$ cat src/rtl/pipe_reg_chain_pkg.sv
// Shared defaults and sizing helpers for the elastic pipeline register chain.
// Build option: PIPE_NEGEDGE_EN moves every stage/count register to the falling clock edge.
package pipe_reg_chain_pkg;

  localparam int PIPE_WIDTH_DEF = 9;
  localparam int PIPE_DEPTH_DEF = 1;

  function automatic int cnt_width(input int depth);
    return $clog2(depth + 1);
  endfunction

endpackage

$ cat src/rtl/pipe_slot.sv
// One elastic stage: valid bit plus data word, loaded when the chain advances into it.
// Build option: PIPE_NEGEDGE_EN selects the falling clock edge for this register.
module pipe_slot #(
  parameter int               WIDTH     = 9,
  parameter logic [WIDTH-1:0] RESET_VAL = '0
) (
  input  logic             clk,
  input  logic             rst,
  input  logic             flush,
  input  logic             load,
  input  logic             d_valid,
  input  logic [WIDTH-1:0] d_data,
  output logic             valid,
  output logic [WIDTH-1:0] data
);

  logic             r_valid;
  logic [WIDTH-1:0] r_data;

`ifdef PIPE_NEGEDGE_EN
  always_ff @(negedge clk or posedge rst) begin
`else
  always_ff @(posedge clk or posedge rst) begin
`endif
    if (rst) begin
      r_valid <= 1'b0;
      r_data  <= RESET_VAL;
    end else begin
      if (flush) begin
        r_valid <= 1'b0;
      end else if (load) begin
        r_valid <= d_valid;
      end
      // Advancing with no incoming item empties the slot but keeps the old word.
      if (load && d_valid && !flush) begin
        r_data <= d_data;
      end
    end
  end

  assign valid = r_valid;
  assign data  = r_data;

endmodule

$ cat src/rtl/pipe_reg_chain.sv
// Elastic DEPTH-stage valid/ready register chain with flush and occupancy count.
// Build option: PIPE_NEGEDGE_EN updates all stages and count on the falling clock edge.
module pipe_reg_chain
  import pipe_reg_chain_pkg::*;
#(
  parameter int               WIDTH     = PIPE_WIDTH_DEF,
  parameter int               DEPTH     = PIPE_DEPTH_DEF,
  parameter logic [WIDTH-1:0] RESET_VAL = '0,
  localparam int              CNT_W     = cnt_width(DEPTH)
) (
  input  logic             clk,
  input  logic             rst,
  input  logic             flush,
  input  logic             in_valid,
  input  logic [WIDTH-1:0] in_data,
  output logic             in_ready,
  output logic             out_valid,
  output logic [WIDTH-1:0] out_data,
  input  logic             out_ready,
  output logic [CNT_W-1:0] count
);

  logic [DEPTH-1:0] w_valid;
  logic [DEPTH-1:0] w_adv;
  logic [DEPTH-1:0] w_d_valid;
  logic [WIDTH-1:0] w_data   [DEPTH];
  logic [WIDTH-1:0] w_d_data [DEPTH];
  logic             w_up;
  logic             w_dn;
  logic [CNT_W-1:0] r_count;

  // Stage k moves when the output drains or any stage from k onward has a hole.
  always_comb begin
    logic v_adv;
    for (int k = 0; k < DEPTH; k++) begin
      v_adv = out_ready;
      for (int j = k; j < DEPTH; j++) begin
        v_adv = v_adv | ~w_valid[j];
      end
      w_adv[k] = v_adv;
    end
  end

  always_comb begin
    w_d_valid[0] = in_valid;
    w_d_data[0]  = in_data;
    for (int k = 1; k < DEPTH; k++) begin
      w_d_valid[k] = w_valid[k-1];
      w_d_data[k]  = w_data[k-1];
    end
  end

  for (genvar g = 0; g < DEPTH; g++) begin : g_slot
    pipe_slot #(
      .WIDTH     (WIDTH),
      .RESET_VAL (RESET_VAL)
    ) u_slot (
      .clk     (clk),
      .rst     (rst),
      .flush   (flush),
      .load    (w_adv[g]),
      .d_valid (w_d_valid[g]),
      .d_data  (w_d_data[g]),
      .valid   (w_valid[g]),
      .data    (w_data[g])
    );
  end

  assign in_ready  = w_adv[0] & ~flush;
  assign out_valid = w_valid[DEPTH-1];
  assign out_data  = w_data[DEPTH-1];
  assign w_up      = in_valid & in_ready;
  assign w_dn      = out_valid & out_ready;

`ifdef PIPE_NEGEDGE_EN
  always_ff @(negedge clk or posedge rst) begin
`else
  always_ff @(posedge clk or posedge rst) begin
`endif
    if (rst) begin
      r_count <= '0;
    end else if (flush) begin
      r_count <= '0;
    end else if (w_up && !w_dn) begin
      r_count <= r_count + CNT_W'(1);
    end else if (!w_up && w_dn) begin
      r_count <= r_count - CNT_W'(1);
    end
  end

  assign count = r_count;

endmodule
$ cat config.mk
export PLATFORM = sky130hd
export DESIGN_NAME = pipe_reg_chain
export DESIGN_NICKNAME = d
export VERILOG_FILES = /design/src/rtl/pipe_reg_chain_pkg.sv /design/src/rtl/pipe_slot.sv /design/src/rtl/pipe_reg_chain.sv
export SDC_FILE = /design/constraint.sdc
export NUM_CORES = 1
export LEC_CHECK = 0
export CAP_MARGIN = 20
export CORE_UTILIZATION = 36
export DETAILED_ROUTE_END_ITERATION = 7
export HOLD_SLACK_MARGIN = 0.08
export PLACE_DENSITY_LB_ADDON = 0.05
export SLEW_MARGIN = 20
export SYNTH_ARGS = -nofsm -noshare
export SYNTH_HDL_FRONTEND = slang
export SYNTH_SLANG_ARGS = --single-unit
export TNS_END_PERCENT = 50
$ cat constraint.sdc
create_clock -name clk -period 1.77 [get_ports clk]
set_input_delay 0.354 -clock clk [delete_from_list [all_inputs] [get_ports clk]]
set_output_delay 0.354 -clock clk [all_outputs]
set_load 0.01 [all_outputs]
# [Yosys cells after proc, flatten, opt, wreduce, memory -nomap -nowiden]
# Cells that the tools add are included.
# Widths: inputs -> output; s select.
[classes] n_mux=5 reduce_logical=9 add_sub_neg=2 bitwise=6
[op_table] operator="$mux 1" n=5
[op_table] operator="$logic_and 1x1->1" n=4
[op_table] operator="$and 1x1->1" n=3
[op_table] operator="$logic_not 1->1" n=3
[op_table] operator="$reduce_bool 3->1" n=1
[op_table] operator="$not 1->1" n=2
[op_table] operator="$reduce_bool 2->1" n=1
[op_table] operator="$add 1x1->1 const B" n=1
[op_table] operator="$or 1x1->1" n=1
[op_table] operator="$sub 1x1->1 const B" n=1
[totals] word_cells=25 out_inout_bits=12 reg_bits=11 in_bits=14

# [Longest topological paths before layout]
# Gate-level depths: netlist (run 1).
[logic_depth] depth_word=9 mapped_depth=4 ltp_nobuf=3

# [Cells and area by module]
# Synthesis (run 1) repeated with hierarchy kept, for this count alone.
[unflattened] cells_unflattened=32 area_unflattened_um2=485.5
[modules_own_cells] module="pipe_slot" seq_area_each_um2=250.2 n_inst=1 cells_per_inst=23 area_each_um2=389.1
[modules_own_cells] module="pipe_reg_chain" seq_area_each_um2=25.0 n_inst=1 cells_per_inst=9 area_each_um2=96.3

# [Least setup slack after synthesis (run 1)]
# OpenSTA, ideal clock, no wires.
[synth_timing] kind="reg-to-reg" from="reg g_slot[0].u_slot.r_valid" to="reg g_slot[0].u_slot.r_data[0]" path_stages_with_launch=5 setup_ns=0.125 arrival_time_ns=1.186 path_buffers=1 synth_period_minus_slack_ns=1.311 setup_slack_ns=0.459 path_cell_list="dfrtp_1 -> nor2b_4 -> nor3b_2 -> buf_6 -> mux2_4"
[synth_between] elab_chain_cells=4
[synth_rtl] item="from (decl)" line_no="pipe_slot.sv:17" source="logic r_valid;"
[synth_rtl] item="from (signal assigned)" line_no="pipe_slot.sv:32" source="r_valid <= d_valid;"
[synth_rtl] item="$not 1->1" line_no="pipe_reg_chain.sv:38" source="v_adv = v_adv | ~w_valid[j];"
[synth_rtl] item="$or 1x1->1" line_no="pipe_reg_chain.sv:38"
[synth_rtl] item="$logic_and 1x1->1 (2 in series)" line_no="pipe_slot.sv:35" source="if (load && d_valid && !flush) begin"
[synth_rtl] item="to (signal assigned)" line_no="pipe_slot.sv:36" source="r_data <= d_data;"
[synth_rtl] item="to (decl)" line_no="pipe_slot.sv:18" source="logic [WIDTH-1:0] r_data;"
# Every way passes these cells.
# A chain may end at the register's enable or synchronous reset.

# [Final worst setup path (run 1)]
[layout_timing] from="in out_ready" to="out in_ready"
[layout_between] elab_chain_cells=2
[layout_rtl] item="from (decl)" line_no="pipe_reg_chain.sv:19" source="input logic out_ready,"
[layout_rtl] item="$or 1x1->1" line_no="pipe_reg_chain.sv:38"
[layout_rtl] item="$and 1x1->1" line_no="pipe_reg_chain.sv:69" source="assign in_ready = w_adv[0] & ~flush;"
[layout_rtl] item="to (decl)" line_no="pipe_reg_chain.sv:16" source="output logic in_ready,"
# Every way passes these cells.

==> results of run 1 <==
## power by group
group	total [W]	internal (W)	switching, W
Sequential	0.000316	0.000290	0.0000256
Combinational	0.000221	0.000152	0.0000689
Clock	0.000167	0.0000871	0.0000802
## state kept, by name (all words and copies together), names as in the netlist
name	flops
g_slot.u_slot.valid	1
count	1
g_slot.u_slot.data	9
## metrics by stage
stage	setup WS, ns	util, %	hold WS (ns)	cells
floorplan	0.459	-	0.206	32
global placement	-0.136	65.8	0.493	74
detailed placement	-0.152	65.8	0.500	74
CTS	0.108	67.9	0.396	78
global route	0.0852	67.9	0.413	78
finish	0.117	67.9	0.378	78
## worst max-delay path, delay by kind of cell
family,cells,cell delay (ns)
buf+inv,2,0.73
simple gates,2,0.21
## cells in the final DEF, fill, tap and decap left out, drive strengths merged
cell type      netlist  layout
nand3b               1       1
inv                  1       1
dfrtp               11      11
clkbuf               0       4
buf                  1       4
nand2b               1       1
a21o                 1       1
dlygate4sd2          0       1
a21oi                1       1
nor2b                1       1
mux2                 9       9
nor3b                1       1
nand3                1       1
nor2                 3       3
clkdlybuf4s50        0      24
## metal layers
| layer | routed length (µm) | vias up | global-route usage, % |
|---|---|---|---|
| met2 | 553 | 22 | 32.1 |
| met5 | 0 | - | 0 |
| met3 | 78 | 0 | 5.20 |
| met1 | 437 | 172 | 16.4 |
| met4 | 0 | 0 | 10.3 |
| li1 | - | 172 | - |
## cell type report
class                           instances  area [µm²]
Fill cell                              83         380
Sequential cell                        11         275
Inverter                                1        3.75
Multi-Input combinational cell         19         204
Tap cell                               14        17.5
Timing Repair Buffer                   29         279
Clock buffer                            4        26.3
## final timing paths
kind | slack [ns] | start | end | cells after the start
max in group asynchronous | 1.10 | rst | g_slot[0].u_slot.data[8] | 2
min in group clk | 0.51 | g_slot[0].u_slot.data[8] | g_slot[0].u_slot.data[8] | 1
min reg2reg | 0.51 | g_slot[0].u_slot.data[8] | g_slot[0].u_slot.data[8] | 1
max reg2reg | 0.38 | g_slot[0].u_slot.valid | g_slot[0].u_slot.data[7] | 4
min | 0.38 | rst | g_slot[0].u_slot.data[1] | 2
max | 0.12 | out_ready | in_ready | 4
## logic make-up (layout without fill, tap and decap cells)
family / count (synthesis) / count (layout)
AND/OR/NAND/NOR: 8 / 8
buffers and inverters: 2 / 34
AO/OA/AOI/OAI: 2 / 2
multiplexers: 9 / 9
flip-flops: 11 / 11
==> run metrics, run 1 <==
cells after synthesis=32; Die W=39.1 µm; f_max=605 MHz; post-synthesis compound-gate area fraction=2.53%; DR vias/cell=between 4 and 5; number of placement rows=12; post-DP HPWL=832 µm; clock latency on the worst-skew pair=0.26 ns; Max-Cap Viols=0; adder-cell share of the synthesized area=0%; Lkg Pwr=0.363 nW; largest net degree at the start of global routing=12; final hold violations=0; Synth top area share=between 50% and 60%; endpoints failing setup=0; cell area after synthesis=494 µm²; PD cells=roughly 870 mW/mm²; Die Height=39.1 µm; simple-gate share of the synthesized area=11.4%; Final ANT Viol Nets=0; CP required=1.42 ns; cell breakdown of the critical path=clkdlybuf4s50_1 > nor2b_4 > nor2_1 > dlygate4sd2_1; largest area contributor in the netlist=dfrtp_1; flip-flop and latch count after synthesis=11; fin crit share=approximately 93%; Design Area, Final=806 µm²; CTS buffer count=3; worst slew margin relative to its limit=73.0%; initial antenna violation count=0; dpl cell area=781 µm²; wire length of the first global-routing pass=1630 µm; multiplexer area fraction after synthesis=roughly 27%; drt pass-1 iters=1; total power=0.000704 W; commonest cells in the netlist=11 x dfrtp_1, 9 x mux2_4, 3 x nor2_1; CTS tree=done; Post-Synth XOR/XNOR Area=0%; maximum clock insertion buffer count=2; GRT Overall Usage=17.4%; net count after synthesis=46; crit-path max cell delay=0.46 ns; # resized after CTS=1; sequential cell area fraction in the yosys report=55.7%; crit path launch type=input port; IR Drop Worst-Case VDD=0.000406 V; Die ar.=0.00152 mm²; number of port buffers=25; H-tree depth=1; CP arrival=1.30 ns; Cell variety after synth=12; most common cell in the netlist=dfrtp_1; # DRC=0; RSZ-0062 raised after global routing=no; fin nets=79; Post-synth EDFFs=0; synth warn=0; CTS root buf=clkbuf_4; Core ar.=0.00119 mm²; prevailing post-synth register cell=dfrtp_1; total clock sinks=11; Slew @ Worst Pin=0.405 ns; Worst Skew=0.00727 ns; Mapped Avg Cell Area=15.4 µm²; outcome=complete, no violations; grt total ovfl=0; Area Overhead vs Synth=63.0%; clock slew at reported path FFs=0.07 ns; post-CTS setup buffer count=0; routability cong.=0.559; layout cell share with drive strength beyond 1=28.1%; ys async rst share=100%; # IOs=26; Routed wire per std cell=13.7 µm; Max Fanout on Critical Path=3; Final TNS setup=0 ns; fin. max-slew vios=0; critical setup path kind=in2out; Worst Hold Class=in2async; starting density of the core=41.7%; largest family of logic cells by synthesized area=multiplexers; synth top area cells=dfrtp_1 56%, mux2_4 27%, nor2b_4 2.8%, nor3b_2 2.5%, buf_6 2.3%; CP max stage cell=clkdlybuf4s50_1; fin crit period=1.65 ns; CP Capture Type=output port; vias in the first global route=371; via count=approximately 370; CTS hold repair buffers=0; Antenna Cells=0; 1st-iter DRT viols=0; Routed Wire Length=around 1100 µm
No activity file was read; power rests on OpenSTA's default activity.
==> run 2, diff against run 1 <==
- CAP_MARGIN: 20 -> not set
==> results of run 2 <==
The final DEF is identical to that of run 1; final timing and power are the same.
